**src/rtl/strobe_pkg.sv**
```systemverilog
// Shared types for the strobe sequencer: per-channel FSM state encoding.
package strobe_pkg;

  typedef enum logic [1:0] {
    ST_IDLE    = 2'd0,
    ST_DELAY   = 2'd1,
    ST_PULSE   = 2'd2,
    ST_RECOVER = 2'd3
  } state_e;

endpackage

```
**src/rtl/strobe_sequencer_if.sv**
```systemverilog
// Trigger/config/strobe bundle between a controller and the strobe sequencer.
interface strobe_sequencer_if #(
  parameter int unsigned CHANNELS = 4,
  parameter int unsigned CNT_W    = 4
);
  logic [CHANNELS-1:0] en;
  logic [CHANNELS-1:0] trig;
  logic [CNT_W-1:0]    delay_cfg;
  logic [CNT_W-1:0]    width_cfg;
  logic [CHANNELS-1:0] pulse_low;
  logic [CHANNELS-1:0] busy;
  logic [CHANNELS-1:0] overrun;

  modport master (
    output en, trig, delay_cfg, width_cfg,
    input  pulse_low, busy, overrun
  );

  modport slave (
    input  en, trig, delay_cfg, width_cfg,
    output pulse_low, busy, overrun
  );
endinterface

```
**src/rtl/strobe_channel.sv**
```systemverilog
// One strobe channel: delay, active-low pulse and recovery gap, all counted in clk cycles.
module strobe_channel
  import strobe_pkg::*;
#(
  parameter int unsigned CNT_W     = 4,
  parameter int unsigned GAP       = 1,
  parameter int unsigned RETRIGGER = 0
) (
  input  logic             clk,
  input  logic             reset,
  input  logic             en,
  input  logic             trig_edge,
  input  logic [CNT_W-1:0] delay_cfg,
  input  logic [CNT_W-1:0] width_cfg,
  output logic             pulse_low,
  output logic             busy,
  output logic             overrun
);

  localparam int unsigned      GapW    = (GAP > 1) ? $clog2(GAP) : 1;
  localparam logic [GapW-1:0]  GapLoad = (GAP > 0) ? GapW'(GAP - 1) : '0;
  localparam logic [CNT_W-1:0] CntOne  = CNT_W'(1);

  state_e           state_q, state_d;
  logic [CNT_W-1:0] dcnt_q, dcnt_d;
  logic [CNT_W-1:0] wcnt_q, wcnt_d;
  logic [CNT_W-1:0] wlat_q, wlat_d;
  logic [GapW-1:0]  gcnt_q, gcnt_d;
  logic             ovr_d;

  always_comb begin
    state_d = state_q;
    dcnt_d  = dcnt_q;
    wcnt_d  = wcnt_q;
    wlat_d  = wlat_q;
    gcnt_d  = gcnt_q;
    ovr_d   = 1'b0;
    if (!en) begin
      // Abort: straight to idle, no gap, no overrun.
      state_d = ST_IDLE;
    end else begin
      unique case (state_q)
        ST_IDLE: begin
          if (trig_edge && width_cfg != '0) begin
            if (delay_cfg == '0) begin
              state_d = ST_PULSE;
              wcnt_d  = width_cfg - CntOne;
            end else begin
              state_d = ST_DELAY;
              dcnt_d  = delay_cfg - CntOne;
              wlat_d  = width_cfg;
            end
          end
        end
        ST_DELAY: begin
          ovr_d = trig_edge;
          if (dcnt_q == '0) begin
            state_d = ST_PULSE;
            wcnt_d  = wlat_q - CntOne;
          end else begin
            dcnt_d = dcnt_q - CntOne;
          end
        end
        ST_PULSE: begin
          if (trig_edge && RETRIGGER != 0 && width_cfg != '0) begin
            wcnt_d = width_cfg - CntOne;
          end else begin
            ovr_d = trig_edge && (RETRIGGER == 0);
            if (wcnt_q == '0) begin
              if (GAP > 0) begin
                state_d = ST_RECOVER;
                gcnt_d  = GapLoad;
              end else begin
                state_d = ST_IDLE;
              end
            end else begin
              wcnt_d = wcnt_q - CntOne;
            end
          end
        end
        ST_RECOVER: begin
          ovr_d = trig_edge;
          if (gcnt_q == '0) begin
            state_d = ST_IDLE;
          end else begin
            gcnt_d = gcnt_q - GapW'(1);
          end
        end
        default: state_d = ST_IDLE;
      endcase
    end
  end

  // Outputs are flopped from next-state so they line up with the state register.
  always_ff @(posedge clk) begin
    if (reset) begin
      state_q   <= ST_IDLE;
      dcnt_q    <= '0;
      wcnt_q    <= '0;
      wlat_q    <= '0;
      gcnt_q    <= '0;
      pulse_low <= 1'b1;
      busy      <= 1'b0;
      overrun   <= 1'b0;
    end else begin
      state_q   <= state_d;
      dcnt_q    <= dcnt_d;
      wcnt_q    <= wcnt_d;
      wlat_q    <= wlat_d;
      gcnt_q    <= gcnt_d;
      pulse_low <= (state_d != ST_PULSE);
      busy      <= (state_d != ST_IDLE);
      overrun   <= ovr_d;
    end
  end

endmodule

```
**src/rtl/strobe_sequencer.sv**
```systemverilog
// Multi-channel synchronous strobe generator: shared edge detect feeding per-channel FSMs.
module strobe_sequencer
  import strobe_pkg::*;
#(
  parameter int unsigned CHANNELS  = 4,
  parameter int unsigned CNT_W     = 4,
  parameter int unsigned GAP       = 1,
  parameter int unsigned RETRIGGER = 0
) (
  input logic               clk,
  input logic               reset,
  strobe_sequencer_if.slave bus
);

  logic [CHANNELS-1:0] trig_q;
  logic [CHANNELS-1:0] edge_q;
  logic [CNT_W-1:0]    dcfg_q;
  logic [CNT_W-1:0]    wcfg_q;

  // Config is captured together with the edge so a channel sees the values at trigger time.
  always_ff @(posedge clk) begin
    if (reset) begin
      trig_q <= bus.trig;
      edge_q <= '0;
      dcfg_q <= '0;
      wcfg_q <= '0;
    end else begin
      trig_q <= bus.trig;
      edge_q <= bus.trig & ~trig_q & bus.en;
      dcfg_q <= bus.delay_cfg;
      wcfg_q <= bus.width_cfg;
    end
  end

  for (genvar i = 0; i < CHANNELS; i++) begin : g_ch
    strobe_channel #(
      .CNT_W    (CNT_W),
      .GAP      (GAP),
      .RETRIGGER(RETRIGGER)
    ) u_ch (
      .clk      (clk),
      .reset    (reset),
      .en       (bus.en[i]),
      .trig_edge(edge_q[i]),
      .delay_cfg(dcfg_q),
      .width_cfg(wcfg_q),
      .pulse_low(bus.pulse_low[i]),
      .busy     (bus.busy[i]),
      .overrun  (bus.overrun[i])
    );
  end

endmodule

```
**src/flat_wrapper.sv**
```systemverilog
// flat-port wrapper written by rule: the top's interface ports become plain ports
module strobe_sequencer_flat import strobe_pkg::*;
#(
  parameter int unsigned CHANNELS  = 4,
  parameter int unsigned CNT_W     = 4,
  parameter int unsigned GAP       = 1,
  parameter int unsigned RETRIGGER = 0
)
  (clk, reset, bus_en, bus_trig, bus_delay_cfg, bus_width_cfg, bus_pulse_low, bus_busy, bus_overrun);
  strobe_sequencer_if #(.CHANNELS(CHANNELS), .CNT_W(CNT_W)) bus_i ();
  input logic clk;
  input logic reset;
  input wire logic [$bits(bus_i.en)-1:0] bus_en;
  input wire logic [$bits(bus_i.trig)-1:0] bus_trig;
  input wire logic [$bits(bus_i.delay_cfg)-1:0] bus_delay_cfg;
  input wire logic [$bits(bus_i.width_cfg)-1:0] bus_width_cfg;
  output wire logic [$bits(bus_i.pulse_low)-1:0] bus_pulse_low;
  output wire logic [$bits(bus_i.busy)-1:0] bus_busy;
  output wire logic [$bits(bus_i.overrun)-1:0] bus_overrun;
  assign bus_i.en = bus_en;
  assign bus_i.trig = bus_trig;
  assign bus_i.delay_cfg = bus_delay_cfg;
  assign bus_i.width_cfg = bus_width_cfg;
  assign bus_pulse_low = bus_i.pulse_low;
  assign bus_busy = bus_i.busy;
  assign bus_overrun = bus_i.overrun;
  strobe_sequencer #(.CHANNELS(CHANNELS), .CNT_W(CNT_W), .GAP(GAP), .RETRIGGER(RETRIGGER)) u_core (.clk(clk), .reset(reset), .bus(bus_i));
endmodule
```
**config.mk**
```make
export PLATFORM = sky130hd
export DESIGN_NAME = strobe_sequencer_flat
export DESIGN_NICKNAME = d
export VERILOG_FILES = /design/src/rtl/strobe_pkg.sv /design/src/rtl/strobe_sequencer_if.sv /design/src/rtl/strobe_channel.sv /design/src/rtl/strobe_sequencer.sv /design/src/flat_wrapper.sv
export SDC_FILE = /design/constraint.sdc
export NUM_CORES = 1
export LEC_CHECK = 0
export ABC_AREA = 1
export BUFFER_PORTS_ARGS = -buffer_cell sky130_fd_sc_hd__clkbuf_2
export CAP_MARGIN = 20
export CORE_ASPECT_RATIO = 0.75
export CORE_MARGIN = 2
export CORE_UTILIZATION = 42
export CTS_CLUSTER_DIAMETER = 120
export DETAILED_ROUTE_END_ITERATION = 16
export GPL_TIMING_DRIVEN = 0
export HOLD_SLACK_MARGIN = 0.02
export PLACE_DENSITY = 0.7
export SKIP_CTS_REPAIR_TIMING = 1
export SYNTH_ARGS = -nofsm -noshare
export SYNTH_HDL_FRONTEND = slang
export SYNTH_SLANG_ARGS = --single-unit
export TNS_END_PERCENT = 20
```
**constraint.sdc**
```tcl
create_clock -name clk -period 1.7 [get_ports clk]
set_input_delay 0.34 -clock clk [delete_from_list [all_inputs] [get_ports clk]]
set_output_delay 0.34 -clock clk [all_outputs]
set_load 0.05 [all_outputs]
```
# --- Word level (Yosys, flattened, before mapping) ---
# Cells that the tools add are included.
totals:
  register_bits: 88
  output_inout_bits: 12
classes:
  add_sub_neg: 18
  eq_ne: 44
  n_mux: 67
  n_bitwise: 12
  reduce_logical: 58
ops:
  columns: ["op", "count"]
  rows:
  - ["$mux W4", 22]
  - ["$ne A2 B2 Y1 const B", 29]
  - ["$sub A4 B1 Y4 const B", 14]
  - ["$pmux W4 S3", 4]
  - ["$mux W2", 21]
  - ["$logic_not A4 Y1", 9]
  - ["$pmux W2 S4", 4]
  - ["$pmux W4 S2", 4]
  - ["$reduce_and A6 Y1", 4]
  - ["$reduce_bool A2 Y1", 12]
  - ["$reduce_or A3 Y1", 8]
  - ["$reduce_and A5 Y1", 4]
  - ["$eq A2 B2 Y1 const B", 8]
  - ["$reduce_and A4 Y1", 4]
  - ["$reduce_and A3 Y1", 4]
  - ["$reduce_bool A3 Y1", 4]
  - ["$not A1 Y1", 9]
  - ["$and A4 B4 Y4", 2]
  - ["$eq A2 B1 Y1 const B", 4]
  - ["$logic_not A2 Y1", 4]
  - ["$mux W1", 8]
  - ["$pmux W1 S2", 4]
  - ["$ne A2 B1 Y1 const B", 3]
  - ["$logic_and A1 B1 Y1", 4]
  - ["3 further kinds", 6]

# --- Depth between registers and ports, before layout ---
depth:
  word_depth: 6
  mapped_depth: 12
  ltp_nobuf: 11

# --- Hierarchy ---
# From an unflattened synthesis, not the netlist that was laid out.
hier_totals:
  hier_cells: 770
  area_unflattened_um2: 5242.5
by_module_without_submodules:
  columns: ["mod", "n_inst", "cells_each", "area_each_um2", "seq_area_each_um2"]
  rows:
  - ["strobe_channel", 4, 180, 1189.9, 340.3]
  - ["strobe_sequencer", 1, 50, 483.0, 320.3]

# --- Worst setup path before layout ---
# Ideal clock, no wire load.
synth_timing:
  kind: "reg-to-reg"
  startpoint: "register u_core.g_ch[1].u_ch.state_q[0]"
  endpoint: "register u_core.g_ch[1].u_ch.wcnt_q[2]"
  setup_time_ps: 68
  arrival_ps: 1678
  t_required_ps: 1632
  slack_ps: -45
  path_stages_with_launch: 12
  n_path_buf: 1
  cell_sequence: "dfxtp_1 > inv_1 > ha_1 > buf_2 > o21ai_0 > ha_1 > inv_1 > nand2_1 > nand3_1 > o21ai_0 > nand2_1 > a21oi_2"
synth_between:
  elab_chain_cells: 3
synth_lines:
  columns: ["item", "line_no", "text"]
  rows:
  - ["from (decl)", "strobe_channel.sv:24", "state_e state_q, state_d;"]
  - ["from (signal assigned)", "strobe_channel.sv:106", "state_q <= state_d;"]
  - ["$eq A2 B2 Y1 (tied with other cells)", "strobe_channel.sv:42", "unique case (state_q)"]
  - ["$ne A2 B2 Y1 (no line) (tied with other cells)", null, null]
  - ["$reduce_and A6 Y1 (no line)", null, null]
  - ["to (signal assigned)", "strobe_channel.sv:108", "wcnt_q <= wcnt_d;"]
  - ["to (decl)", "strobe_channel.sv:26", "logic [CNT_W-1:0] wcnt_q, wcnt_d;"]
# Several ways; a longest one is shown, not always the timed one.
# A chain may end at the register's enable or synchronous reset.

# --- Worst setup path after layout ---
layout_timing:
  startpoint: "register u_core.dcfg_q[0]"
  endpoint: "register u_core.g_ch[2].u_ch.wcnt_q[2]"
layout_between:
  elab_chain_cells: 3
layout_lines:
  columns: ["item", "line_no", "text"]
  rows:
  - ["from (decl)", "strobe_sequencer.sv:17", "logic [CNT_W-1:0] dcfg_q;"]
  - ["from (signal assigned)", "strobe_sequencer.sv:30", "dcfg_q <= bus.delay_cfg;"]
  - ["$logic_not A4 Y1", "strobe_channel.sv:45", "if (delay_cfg == '0) begin"]
  - ["$ne A2 B1 Y1 (no line)", null, null]
  - ["$reduce_and A6 Y1 (no line)", null, null]
  - ["to (signal assigned)", "strobe_channel.sv:108", null]
  - ["to (decl)", "strobe_channel.sv:26", null]
# Every way passes these cells.

==> results.md <==
* Outcome: finished clean
* Hold Path Class: in2reg
* Worst skew pair latency at 350 ps
* Via density at 4.98
* Slew at the pin with the worst max-slew slack at 844 ps
* EDFF count, synth at 0
* Clk buf depth at 2
* Worst setup margin at 52.7 ps
* Max-slew violations at 0
* Flops & latches, synth at 84
* Peak VDD IR at 0.545 mV
* Worst Setup End Kind: flop
* Power share of the combinational group at 0.135
* Synth cell types at 33
* Core Region at 0.0110 mm2
* Synth Cell Area at 0.00478 mm2
* Pin count of the biggest net entering global routing at 15
* Num ports at 30
* Vias in the first global route at 4013
* Routed WL per cell at 13.2 um
* Hold depth at 1
* Ys flop type: dfxtp_1
* TritonCTS Buffers at 9
* Synth cell count leaders: 130 x nand2_1, 94 x inv_1, 84 x dfxtp_1
* CTS root buffer: clkbuf_16
* Slew HR at 0.438
* Cell depth of the worst setup path at 12
* CTS tree: done
* WP data required at 1940 ps
* CP Launch Type: flop
* Clock Pin Slew Worst Setup and Hold Paths at 60 ps
* Grt ovf at 0
* DR iter-0 viols at 235
* Post-synth ARST share at 0
* Slowest-stage cell, CP: dfxtp_2
* Sequential area share after synthesis at 0.352
* Synth Warn # at 0
* Die X at 127 um
* Via count at 4359
* Cells after DPL at 847
* Area occupied by multi-input gates at 0.00282 mm2
* Final setup viols at 0
* Final min period at 1650 ps
* Leakage at 2.63 nW
* Port bufs at 29
* Post-place setup slack at -352 ps
* DRC viols at 0
* H-Tree Depth at 3
* Maxcap violations at 0
* Arr. time, crit path at 1880 ps
* WP buf/inv at 3
* Internal Power at 3.63 mW
* Mean Syn Cell Area at 7.05 um2
* Die Ht at 96.4 um
* Pre-Repair DR Iteration Count at 7
* Total Wirelength at 11500 um
* RSZ-0062 raised after global routing: yes
* Cell Pwr Density at 841 mW/mm2
* Post-detail-place hpwl at 8230 um
* Diodes inserted at 0
* NumNets Final at 782
* Clock power share at 0.447
* FILL cells at 1020
* Sw power at 1.28 mW
* Area share of the largest cell type after synthesis at 0.352
* Reg power frac at 0.418
* Syn Inst Count at 678
* Crit Path Category: reg2reg
* Die ar. at 0.0123 mm2
* GRT Total Usage at 0.188
* Worst-path cell chain: inv_1, ha_4, nand2_8, buf_4, nand2_4, nand2_2, nor2_2, nand2_2, inv_1, nand2_1, nand2_1, nor2_1
* Antenna violations before repair at 0
* Most frequent cell after synthesis: nand2_1
* Cell row count at 33
* Share of cells above drive strength 1 at 0.229
* Area post-placement at 0.00510 mm2
* GP Congestion at 0.860
* Synth top area cells: dfxtp_1 35%, nand2_1 10%, ha_1 8.9%
* Flop-to-flop setup slack at 50 ps
* R2R cell count at 12
* FF+latch area at 0.00171 mm2
* Post-DRT Antenna Nets at 0
* CP peak stage delay at 350 ps
* Max Fclk at 0.607 GHz
* Final instance area at 0.00585 mm2
* CP Max Fanout at 8
* Clk sinks at 84
* Switch share at 0.261
* Clock Skews at 7.93 ps
* Final Hold Viols at 0
* First-pass GRT wire length at 18300 um
* Synth area leader: dfxtp_1
* Tcrit/Tclk final at 0.969
* Final Non-Filler Cells at 875
* Area growth from synthesis to final layout at 22.4%
* Initial Util at 0.433
* Top delay family on crit path: simple AND/OR/NAND/NOR gates
* Net Count, Synth at 730
## cell usage in the layout (no fill, tap or decap), drive strengths merged
master	instances
a21o	1
a21oi	46
a22oi	1
a31oi	1
and3	1
buf	31
bufinv	2
clkbuf	50
clkinv	1
clkinvlp	2
dfxtp	84
ha	34
inv	94
mux2i	6
nand2	147
nand3	35
nand4	9
nor2	95
nor3	6
o211ai	5
o21ai	72
o21bai	1
o22ai	1
or2	2
xnor2	1
xor2	7
## power by group through the flow
stage	combinational, mW	sequential (mW)	clock (mW)
after floorplan	0.433	2.09	0
after global placement	0.551	2.10	0
after detailed placement	0.574	2.10	0
after CTS	0.579	2.06	2.23
after global routing	0.731	2.06	2.31
final	0.662	2.06	2.20
## routing by layer
| metal | vias to the layer above | part of all wire | track usage |
|---|---|---|---|
| li1 | 2258 | - | - |
| met1 | 1996 | 0.48 | 0.242 |
| met2 | 87 | 0.47 | 0.311 |
| met3 | 18 | 0.039 | 0.0485 |
| met4 | 0 | 0.015 | 0.0614 |
| met5 | - | 0 | 0 |
## layout make-up
cell class                 count  area share
multi-input combinational    471       0.482
sequential                    84       0.292
inverter                      94      0.0620
timing repair buffer          42      0.0441
clock buffer                  11      0.0432
buffer                        28      0.0327
tap                          140      0.0300
clock inverter                 5      0.0143
## cells by family (layout without fill, tap and decap cells)
| logic type | after synthesis | in the layout | share of synthesized area |
|---|---|---|---|
| adder cells (fa/ha/maj) | 34 | 34 | 0.0890 |
| multiplexers | 6 | 6 | 0.0126 |
| AND/OR/NAND/NOR | 295 | 295 | 0.279 |
| buffers and inverters | 123 | 180 | 0.109 |
| flip-flops | 84 | 84 | 0.352 |
| XOR/XNOR | 8 | 8 | 0.0147 |
| AO/OA/AOI/OAI | 128 | 128 | 0.143 |
## worst paths after layout
check / endpoint / from
worst max-delay path: u_core.g_ch[2].u_ch.wcnt_q[2]$_SDFFE_PP0P_ / u_core.dcfg_q[0]$_SDFF_PP0_
worst min-delay path: u_core.trig_q[1]$_DFF_P_ / bus_trig[1]
worst max register to register: u_core.g_ch[2].u_ch.wcnt_q[2]$_SDFFE_PP0P_ / u_core.dcfg_q[0]$_SDFF_PP0_
worst min register to register: u_core.edge_q[2]$_SDFF_PP0_ / u_core.trig_q[2]$_DFF_P_
## metrics by stage
step | hold WS, ps | utilization | total power, mW | setup TNS [ps]
final | 111 | 0.530 | 4.92 | 0
after global routing | 106 | 0.530 | 5.11 | -87.5
after CTS | 106 | 0.493 | 4.87 | -14290
after detailed placement | 376 | 0.462 | 2.68 | -13190
after global placement | 369 | 0.462 | 2.65 | -10070
after floorplan | 367 | - | 2.52 | -120
## sequential cells by signal, indices dropped and copies added, names as in the netlist, 8 cells and up
register / count
u_core.g_ch.u_ch.wlat_q: 16
u_core.g_ch.u_ch.state_q: 8
u_core.g_ch.u_ch.wcnt_q: 16
u_core.g_ch.u_ch.dcnt_q: 16
(Power assumes the default switching activity.)
